--- config.mk ---
export PLATFORM = sky130hd
export DESIGN_NAME = dijkstra_core
export DESIGN_NICKNAME = d
export VERILOG_FILES = /design/src/rtl/dijkstra_core.sv
export SDC_FILE = /design/constraint.sdc
export NUM_CORES = 1
export LEC_CHECK = 0
export BUFFER_PORTS_ARGS = -buffer_cell sky130_fd_sc_hd__buf_2
export CELL_PAD_IN_SITES_DETAIL_PLACEMENT = 1
export CELL_PAD_IN_SITES_GLOBAL_PLACEMENT = 2
export CORE_MARGIN = 2
export CORE_UTILIZATION = 40
export DETAILED_ROUTE_END_ITERATION = 8
export PLACE_DENSITY = 0.8
export SLEW_MARGIN = 20
export SYNTH_ARGS = -nofsm -noshare
export SYNTH_HDL_FRONTEND = slang
export SYNTH_SLANG_ARGS = --single-unit
export TNS_END_PERCENT = 30
--- constraint.sdc ---
create_clock -name clock -period 5.79 [get_ports clock]
set_input_delay 1.158 -clock clock [delete_from_list [all_inputs] [get_ports clock]]
set_output_delay 1.158 -clock clock [all_outputs]
set_load 0.05 [all_outputs]
--- src/rtl/dijkstra_core.sv ---
// Single-source Dijkstra over a dense weight matrix read one cell per cycle.
// Define DIJKSTRA_DIST_OUT_EN to expose the internal distance array as dist_vector.
`ifndef DEFAULT_MAX_NODES
`define DEFAULT_MAX_NODES 8
`endif
`ifndef DEFAULT_INDEX_WIDTH
`define DEFAULT_INDEX_WIDTH 4
`endif
`ifndef DEFAULT_VALUE_WIDTH
`define DEFAULT_VALUE_WIDTH 8
`endif

module dijkstra_core #(
   parameter int MAX_NODES   = `DEFAULT_MAX_NODES,
   parameter int INDEX_WIDTH = `DEFAULT_INDEX_WIDTH,
   parameter int VALUE_WIDTH = `DEFAULT_VALUE_WIDTH
) (
   input  logic                   clock,
   input  logic                   reset,
   input  logic                   enable,
   input  logic [INDEX_WIDTH-1:0] source_node,
   input  logic [INDEX_WIDTH-1:0] number_of_nodes,
   output logic [INDEX_WIDTH-1:0] weight_row,
   output logic [INDEX_WIDTH-1:0] weight_col,
   output logic                   weight_read_enable,
   input  logic [VALUE_WIDTH-1:0] weight_data,
   output logic                   ready,
   output logic [INDEX_WIDTH-1:0] prev_vector [0:MAX_NODES-1]
`ifdef DIJKSTRA_DIST_OUT_EN
   ,
   output logic [VALUE_WIDTH-1:0] dist_vector [0:MAX_NODES-1]
`endif
);

   typedef enum logic [2:0] {
      S_IDLE,
      S_INIT,
      S_SELECT,
      S_RELAX,
      S_DONE
   } state_t;

   localparam logic [VALUE_WIDTH-1:0] INF = '1;

   state_t r_state;
   state_t w_next;

   logic [INDEX_WIDTH-1:0] r_src;
   logic [INDEX_WIDTH-1:0] r_n;
   logic [INDEX_WIDTH-1:0] r_cnt;
   logic [INDEX_WIDTH-1:0] r_u;
   logic [INDEX_WIDTH-1:0] r_nvis;
   logic [INDEX_WIDTH-1:0] r_min_idx;
   logic [VALUE_WIDTH-1:0] r_min_val;
   logic [VALUE_WIDTH-1:0] r_dist [0:MAX_NODES-1];
   logic [INDEX_WIDTH-1:0] r_prev [0:MAX_NODES-1];
   logic [MAX_NODES-1:0]   r_visited;

   logic                   w_err;
   logic                   w_last_sel;
   logic                   w_last_rlx;
   logic [INDEX_WIDTH-1:0] w_v;
   logic [VALUE_WIDTH-1:0] w_dist_cnt;
   logic                   w_vis_cnt;
   logic [VALUE_WIDTH-1:0] w_dist_u;
   logic [VALUE_WIDTH-1:0] w_dist_v;
   logic                   w_vis_v;
   logic                   w_take;
   logic [INDEX_WIDTH-1:0] w_sel_idx;
   logic [VALUE_WIDTH-1:0] w_sel_val;
   logic                   w_sel_none;
   logic [VALUE_WIDTH:0]   w_cand;
   logic                   w_upd;

   assign w_err = (r_n == '0)
      || (r_n > INDEX_WIDTH'(MAX_NODES))
      || (r_src >= r_n);
   assign w_last_sel = (r_cnt == r_n - 1'b1);
   assign w_last_rlx = (r_cnt == r_n);
   // Response arriving this cycle belongs to the column strobed last cycle
   assign w_v = r_cnt - 1'b1;

   always_comb begin
      w_dist_cnt = INF;
      w_vis_cnt  = 1'b1;
      w_dist_u   = INF;
      w_dist_v   = INF;
      w_vis_v    = 1'b1;
      for (int i = 0; i < MAX_NODES; i++) begin
         if (INDEX_WIDTH'(i) == r_cnt) begin
            w_dist_cnt = r_dist[i];
            w_vis_cnt  = r_visited[i];
         end
         if (INDEX_WIDTH'(i) == r_u) begin
            w_dist_u = r_dist[i];
         end
         if (INDEX_WIDTH'(i) == w_v) begin
            w_dist_v = r_dist[i];
            w_vis_v  = r_visited[i];
         end
      end
   end

   assign w_take     = !w_vis_cnt && (w_dist_cnt < r_min_val);
   assign w_sel_idx  = w_take ? r_cnt : r_min_idx;
   assign w_sel_val  = w_take ? w_dist_cnt : r_min_val;
   assign w_sel_none = (w_sel_val == INF);

   // Extra carry bit lets overflow saturate instead of wrapping
   assign w_cand = {1'b0, w_dist_u} + {1'b0, weight_data};
   assign w_upd  = (r_cnt != '0)
      && (weight_data != '0)
      && !w_vis_v
      && (w_v != r_u)
      && !w_cand[VALUE_WIDTH]
      && (w_cand[VALUE_WIDTH-1:0] != INF)
      && (w_cand[VALUE_WIDTH-1:0] < w_dist_v);

   always_ff @(posedge clock or posedge reset) begin
      if (reset) begin
         r_state <= S_IDLE;
      end else begin
         r_state <= w_next;
      end
   end

   always_comb begin
      w_next             = r_state;
      weight_read_enable = 1'b0;
      weight_row         = '0;
      weight_col         = '0;
      ready              = (r_state == S_DONE);
      if (!enable) begin
         w_next = S_IDLE;
      end else begin
         unique case (r_state)
            S_IDLE:   w_next = S_INIT;
            S_INIT:   w_next = w_err ? S_DONE : S_SELECT;
            S_SELECT: begin
               if (w_last_sel) begin
                  w_next = w_sel_none ? S_DONE : S_RELAX;
               end
            end
            S_RELAX: begin
               if (w_last_rlx) begin
                  w_next = (r_nvis == r_n) ? S_DONE : S_SELECT;
               end
            end
            S_DONE:   w_next = S_DONE;
            default:  w_next = S_IDLE;
         endcase
      end
      if (r_state == S_RELAX && !w_last_rlx) begin
         weight_read_enable = 1'b1;
         weight_row         = r_u;
         weight_col         = r_cnt;
      end
   end

   always_ff @(posedge clock or posedge reset) begin
      if (reset) begin
         r_src     <= '0;
         r_n       <= '0;
         r_cnt     <= '0;
         r_u       <= '0;
         r_nvis    <= '0;
         r_min_idx <= '0;
         r_min_val <= INF;
         r_visited <= '0;
         for (int i = 0; i < MAX_NODES; i++) begin
            r_dist[i] <= INF;
            r_prev[i] <= INDEX_WIDTH'(i);
         end
      end else if (!enable) begin
         r_src     <= '0;
         r_n       <= '0;
         r_cnt     <= '0;
         r_u       <= '0;
         r_nvis    <= '0;
         r_min_idx <= '0;
         r_min_val <= INF;
         r_visited <= '0;
         for (int i = 0; i < MAX_NODES; i++) begin
            r_dist[i] <= INF;
            r_prev[i] <= INDEX_WIDTH'(i);
         end
      end else begin
         unique case (r_state)
            S_IDLE: begin
               r_src <= source_node;
               r_n   <= number_of_nodes;
            end
            S_INIT: begin
               r_cnt     <= '0;
               r_min_val <= INF;
               r_min_idx <= '0;
               if (!w_err) begin
                  for (int i = 0; i < MAX_NODES; i++) begin
                     if (INDEX_WIDTH'(i) == r_src) begin
                        r_dist[i] <= '0;
                     end
                  end
               end
            end
            S_SELECT: begin
               if (w_last_sel) begin
                  r_cnt     <= '0;
                  r_min_val <= INF;
                  r_min_idx <= '0;
                  if (!w_sel_none) begin
                     r_u    <= w_sel_idx;
                     r_nvis <= r_nvis + 1'b1;
                     for (int i = 0; i < MAX_NODES; i++) begin
                        if (INDEX_WIDTH'(i) == w_sel_idx) begin
                           r_visited[i] <= 1'b1;
                        end
                     end
                  end
               end else begin
                  r_cnt     <= r_cnt + 1'b1;
                  r_min_val <= w_sel_val;
                  r_min_idx <= w_sel_idx;
               end
            end
            S_RELAX: begin
               r_cnt <= w_last_rlx ? '0 : r_cnt + 1'b1;
               for (int i = 0; i < MAX_NODES; i++) begin
                  if (w_upd && INDEX_WIDTH'(i) == w_v) begin
                     r_dist[i] <= w_cand[VALUE_WIDTH-1:0];
                     r_prev[i] <= r_u;
                  end
               end
            end
            S_DONE: begin
            end
            default: begin
            end
         endcase
      end
   end

   assign prev_vector = r_prev;

`ifdef DIJKSTRA_DIST_OUT_EN
   assign dist_vector = r_dist;
`endif

endmodule

# Word level (Yosys, flattened, before mapping)

Index checks and enable logic that the tools add are counted.

Add/subtract/negate cells: 5
Order comparisons: 4
Eq/ne operators: 88
Muxes and demuxes: 115
Reduce and logical (&&, ||, !) cells: 57

Operators with widths:

| kind                                                             | number |
|---|---|
| 8-bit 2-to-1 mux                                                 | 47 |
| 64-bit 2-to-1 mux                                                | 2 |
| 64-bit case mux with 2 select lines                              | 1 |
| 4-bit 2-to-1 mux                                                 | 28 |
| 3-bit by 4-bit == test with 1-bit output (first input constant)  | 20 |
| 32-bit 2-to-1 mux                                                | 2 |
| 4-bit AND reduction                                              | 16 |
| 2-bit by 4-bit == test with 1-bit output (first input constant)  | 10 |
| 2-bit by 1-bit != test with 1-bit output (second input constant) | 20 |
| 3-bit != test (second input constant)                            | 11 |
| 1-bit 2-to-1 mux                                                 | 25 |
| 4-bit zero test                                                  | 6 |
| 3-bit by 2-bit != test with 1-bit output (second input constant) | 8 |
| 1-bit by 4-bit == test with 1-bit output (first input constant)  | 5 |
| 3-bit 2-to-1 mux                                                 | 6 |
| 2-bit AND reduction                                              | 9 |
| 1-bit logical AND                                                | 16 |
| 8-bit less-than comparator                                       | 2 |
| 8-bit case mux with 2 select lines                               | 1 |
| 3-bit case mux with 5 select lines                               | 1 |
| 4-bit == test                                                    | 3 |
| 4-bit case mux with 3 select lines                               | 1 |
| 8-bit by 8-bit adder with 9-bit output                           | 1 |
| 4-bit by 1-bit adder with 4-bit output (second input constant)   | 2 |
| 19 further kinds                                                 | 26 |

Register bits after elaboration: 139
Output and inout port bits: 42

# Longest topological paths before layout

Depth after elaboration: 20
Depth in mapped cells: 23

# Least setup slack after synthesis

OpenSTA, ideal clock, no wires.

Path kind: register -> register
Start: register r_u[0]
End: register r_dist[48] (netlist name)
Data arrival time: 5.056 ns
Data required time: 5.705 ns
Path slack: 0.649 ns
Stages on the path, launching flop included: 24
Clock period less this slack: 5.141 ns
Cell sequence: dfrtp_1 > clkbuf_1 > clkbuf_1 > inv_1 > nor3_1 > a22oi_1 > o21ai_0 > a21oi_1 > ha_1 > o211ai_1 > o21ai_1 > xnor2_1 > inv_1 > ha_1 > a21oi_1 > o22ai_1 > a2111oi_4 > o311ai_4 > a2111oi_4 > and4_1 > buf_2 > or2_1 > buf_4 > mux2_1

Cells in the longest elaborated chain, start to end: 17

RTL lines:

| item                                                                            | RTL line | source |
|---|---|---|
| start, declared                                                                 | 51       | `logic [INDEX_WIDTH-1:0] r_u;` |
| start signal, assigned                                                          | 211      | `r_u <= w_sel_idx;` |
| branches (longest 17 deep; another with 8-bit by 8-bit adder with 9-bit output) | --       |  |
| end signal, assigned by index                                                   | 229      | `r_dist[i] <= w_cand[VALUE_WIDTH-1:0];` |
| end, declared                                                                   | 55       | `logic [VALUE_WIDTH-1:0] r_dist [0:MAX_NODES-1];` |

Parallel ways; which one is timed is not known. The select of a mux whose other input is x is not followed.
A chain may end at the register's enable or synchronous reset.

# Worst setup path after layout

Start: register r_cnt[0]
End: register r_dist[52] (netlist name)

Cells in the longest elaborated chain, start to end: 19

RTL lines:

| item                                                                | RTL line | source |
|---|---|---|
| start, declared                                                     | 50       | `logic [INDEX_WIDTH-1:0] r_cnt;` |
| start signal, assigned                                              | 220      | `r_cnt <= r_cnt + 1'b1;` |
| start signal, assigned                                              | 226      | `r_cnt <= w_last_rlx ? '0 : r_cnt + 1'b1;` |
| branches (longest 16 deep; another with 8-bit less-than comparator) | --       |  |
| 1-bit logical AND *                                                 | 228      | `if (w_upd && INDEX_WIDTH'(i) == w_v) begin` |
| 3-bit by 2-bit != test with 1-bit output (no line) *                | --       |  |
| 4-bit AND reduction (no line) *                                     | --       |  |

Mark *: on every way between the ends.

==> results by group <==
Detailed routing
  • Final wirelength: 34250 µm
  • Iteration count of the initial detailed-routing pass: 6
  • Detail Route Antenna Nets: 0
  • Met3 WL post-DR: 1967 µm
  • DRC: 0
  • Post-Route M1 WL: 15780 µm
  • Routed wl met2: 15750 µm
  • DR vias: 8380
  • Max layer used: met5
  • Initial DRC count: 651
  • Avg WL per Cell: 24.62 µm
  • Via-to-Cell Ratio: 6.024

Cells and area
  • # diodes: 0
  • Nets: 1116
  • Core Util, Final: 0.4646
  • Ratio of cells with drive above 1 in the final layout: 0.2761
  • Register Area: 3583 µm²
  • Number of fill cells: 2688
  • Multi-input logic area: 5592 µm²
  • Area Overhead vs Synth: 13.60%

Critical path
  • Crit. End Element: register
  • Critical Setup Path Class: reg2reg
  • Critical path depth: 19
  • CP Buf/Inv Count: 2
  • Critical Path RT: 6.15 ns
  • CP endpoint: r_dist[52]$_DFFE_PP1P_
  • Worst Reg-to-Reg Cells: 19
  • CP max-delay cell: dfrtp_1
  • Crit Path Max Fanout: 12
  • Startpoint types: register
  • Worst path top cell family by delay: compound AO/OA/AOI/OAI gates
  • Worst r2r src: r_cnt[0]$_DFFE_PP0P_
  • Worst path max stage delay: 0.53 ns
  • Crit Reg-Reg Endpoint: r_dist[52]$_DFFE_PP1P_
  • Worst setup startpoint: r_cnt[0]$_DFFE_PP0P_
  • Crit-path cells: inv_1 -> ha_1 -> clkinvlp_4 -> o22ai_1 -> o21ai_0 -> mux2i_1 -> a2bb2oi_1 -> mux2i_1 -> a21oi_1 -> a21oi_1 -> ha_1 -> a21oi_1 -> o22ai_1 -> a2111oi_4 -> o311ai_4 -> a2111oi_4 -> and4_1 -> or2_1 -> mux2_1
  • R2R Setup Slk: 0.33 ns
  • CP most frequent cell: a21oi_1
  • Crit path DAT: 5.82 ns

Global routing
  • First-pass GRT wire length: 53040 µm
  • Vias in the first global route: 8608
  • Largest net degree at the start of global routing: 99
  • Global Route Usage Sum: 0.2722
  • Initial antenna violation count: 1
  • Grt ovf: 0

Yosys
  • Post-synth net total: 1061
  • Synthesized area: 9657 µm²
  • Async SR Flop Fraction: 1.000
  • Ys Warns: 0
  • Register area share after synthesis: 0.3711
  • Yosys top cell area share: 0.2286
  • Synth Flop Type: dfstp_2
  • Post-synth EDFFs: 0
  • Synth area leaders: dfstp_2 (23%), dfrtp_1 (14%), mux2i_1 (5.3%)
  • Top-count cell post-synth: nand2_1
  • Avg Inst Size Synth: 9.618 µm²
  • #FFs+latches synth: 139
  • Post-synth top cells: nand2_1 (101), dfstp_2 (84), o21ai_0 (64)
  • Library cells used by synthesis: 86
  • Largest area contributor in the netlist: dfstp_2
  • Post-Syn Instances: 1004

Power and ir drop
  • Switch share: 0.3835
  • Comb pwr share: 0.342
  • P_leak: 4.713 nW
  • Cell Pwr Density: 335.9 nW/µm²
  • Int Power: 2.272 mW
  • Sequential fraction of design power: 0.352
  • Clock Power Share: 0.306
  • Psw: 1.413 mW
  • Peak supply drop: 0.1579 mV

Timing
  • Worst-Margin Slew: 1.068 ns
  • Final min period: 5.462 ns
  • Max Clk Rate: 183.1 MHz
  • Max-slew violation count: 0
  • Setup WS post-layout: 0.3282 ns
  • Post-Route Setup TNS: 0 ns
  • Final worst path period share: 0.9433
  • Final-report hold violation count: 0
  • Worst hold slack: 0.4966 ns
  • Clk_skew: 0.01375 ns
  • Max_slew headroom: 0.2787
  • RSZ-0062 raised after global routing: false
  • Final setup fails: 0

Clock network
  • Clock Latency Late Sink: 0.44 ns
  • TritonCTS sink count: 139
  • Total CTS buffers: 17
  • Clock root buffer: clkbuf_16
  • CTS tree: done
  • Clock Pin Slew Worst Setup and Hold Paths: 0.07 ns
  • H-Tree Depth: 4
  • CTS max path bufs: 2

Die
  • Die width: 159.4 µm
  • Height of the die: 159.4 µm
  • Num rows: 56
  • Die area: 25400 µm²
  • Initial Utilization: 0.4090
  • Core area: 23610 µm²
  • Num ports: 61

Placed design
  • Routability cong.: 0.9508
  • PortBufs: 60
  • Post-Place Setup Slack: 0.3551 ns
  • DP HPWL: 25600 µm

Run
  • # Max-Cap Violations: 0

Status
  • Outcome: complete, no violations

Hold path
  • Worst hold path class: reg2reg
-- cell type report --
class | count | share of cell area
well taps | 319 | 0.03638
clock inverters | 15 | 0.01483
flip-flops and latches | 139 | 0.3266
repair buffers | 104 | 0.05748
inverters | 45 | 0.01620
multi-input cells | 752 | 0.5097
clock buffers | 17 | 0.03878
-- per-layer routing --
| layer | track usage | vias to the layer above |
|---|---|---|
| li1 | - | 3787 |
| met1 | 0.3808 | 4284 |
| met2 | 0.4283 | 262 |
| met3 | 0.05496 | 45 |
| met4 | 0.07810 | 2 |
| met5 | 0 | - |
-- worst min path at each step --
| stage | start | to | slack [ns] | depth (start not counted) |
|---|---|---|---|---|
| after global placement | r_visited[3]$_DFFE_PP0P_ | r_visited[3]$_DFFE_PP0P_ | 0.48 | 1 |
| after floorplan | r_visited[3]$_DFFE_PP0P_ | r_visited[3]$_DFFE_PP0P_ | 0.47 | 1 |
| after detailed placement | prev_vector[12]$_DFFE_PP0P_ | prev_vector[12]$_DFFE_PP0P_ | 0.49 | 2 |
| after global routing | r_visited[3]$_DFFE_PP0P_ | r_visited[3]$_DFFE_PP0P_ | 0.53 | 1 |
| final | prev_vector[6]$_DFFE_PP1P_ | prev_vector[6]$_DFFE_PP1P_ | 0.50 | 2 |
| after CTS | prev_vector[6]$_DFFE_PP1P_ | prev_vector[6]$_DFFE_PP1P_ | 0.50 | 2 |
-- repair_timing --
action                     4_1_cts  5_1_grt
setup endpoints to repair        0       32
hold buffers                     0        0
gates resized for setup          0        4
setup buffers                    0        2
-- sequential cells by signal, indices dropped and copies added (netlist names) --
register and count:
r_min_idx 4, r_u 4, prev_vector 32, r_dist 64, r_src 4, r_visited 8
r_min_val 8, r_cnt 4, r_nvis 4, r_state 3, r_n 4
-- through the flow --
step / power [mW] / cell area, µm² / cells
4_1_cts: 3.690 / 10940 / 1389
3_3_place_gp: 2.524 / 10350 / 1357
3_5_place_dp: 2.543 / 10350 / 1357
5_1_grt: 3.881 / 10970 / 1391
2_1_floorplan: 2.133 / 9657 / 1004
6_report: 3.685 / 10970 / 1391
-- kinds of logic (layout without fill, tap and decap cells) --
group	count (synthesis)	after routing	synth area share
AO/OA/AOI/OAI	265	265	0.1938
flip-flops	139	139	0.3711
AND/OR/NAND/NOR	312	312	0.1692
multiplexers	114	114	0.1438
buffers and inverters	113	181	0.05118
XOR/XNOR	23	23	0.02086
adder cells (fa/ha/maj)	38	38	0.05001
-- power groups by stage --
stage	logic, mW	clock network, mW	registers [mW]
after floorplan	0.925	0	1.21
after global placement	1.22	0	1.30
after detailed placement	1.24	0	1.30
after CTS	1.25	1.15	1.29
after global routing	1.38	1.19	1.31
final	1.26	1.13	1.30
-- layout by cell type, fill, tap and decap left out, types with 19 or more instances in the layout --
| cell | netlist | layout |
|---|---|---|
| mux2i_1 | 51 | 51 |
| nor2b_1 | 22 | 22 |
| dfrtp_1 | 55 | 55 |
| buf_2 | 20 | 60 |
| o211ai_1 | 19 | 19 |
| a21oi_1 | 59 | 59 |
| dfstp_2 | 84 | 84 |
| ha_1 | 37 | 37 |
| o21ai_0 | 64 | 59 |
| mux2_4 | 24 | 24 |
| nand3_1 | 42 | 42 |
| inv_1 | 45 | 43 |
| nor2_1 | 40 | 40 |
| nand2_1 | 101 | 101 |
| buf_4 | 6 | 44 |
-- tightest hold or removal path: stages, from the launching register on --
cell and delay (ns):
dfstp_2 0.37, nand2_1 0.05, o211ai_1 0.08
Note: power is estimated with default switching activity, not from simulation.
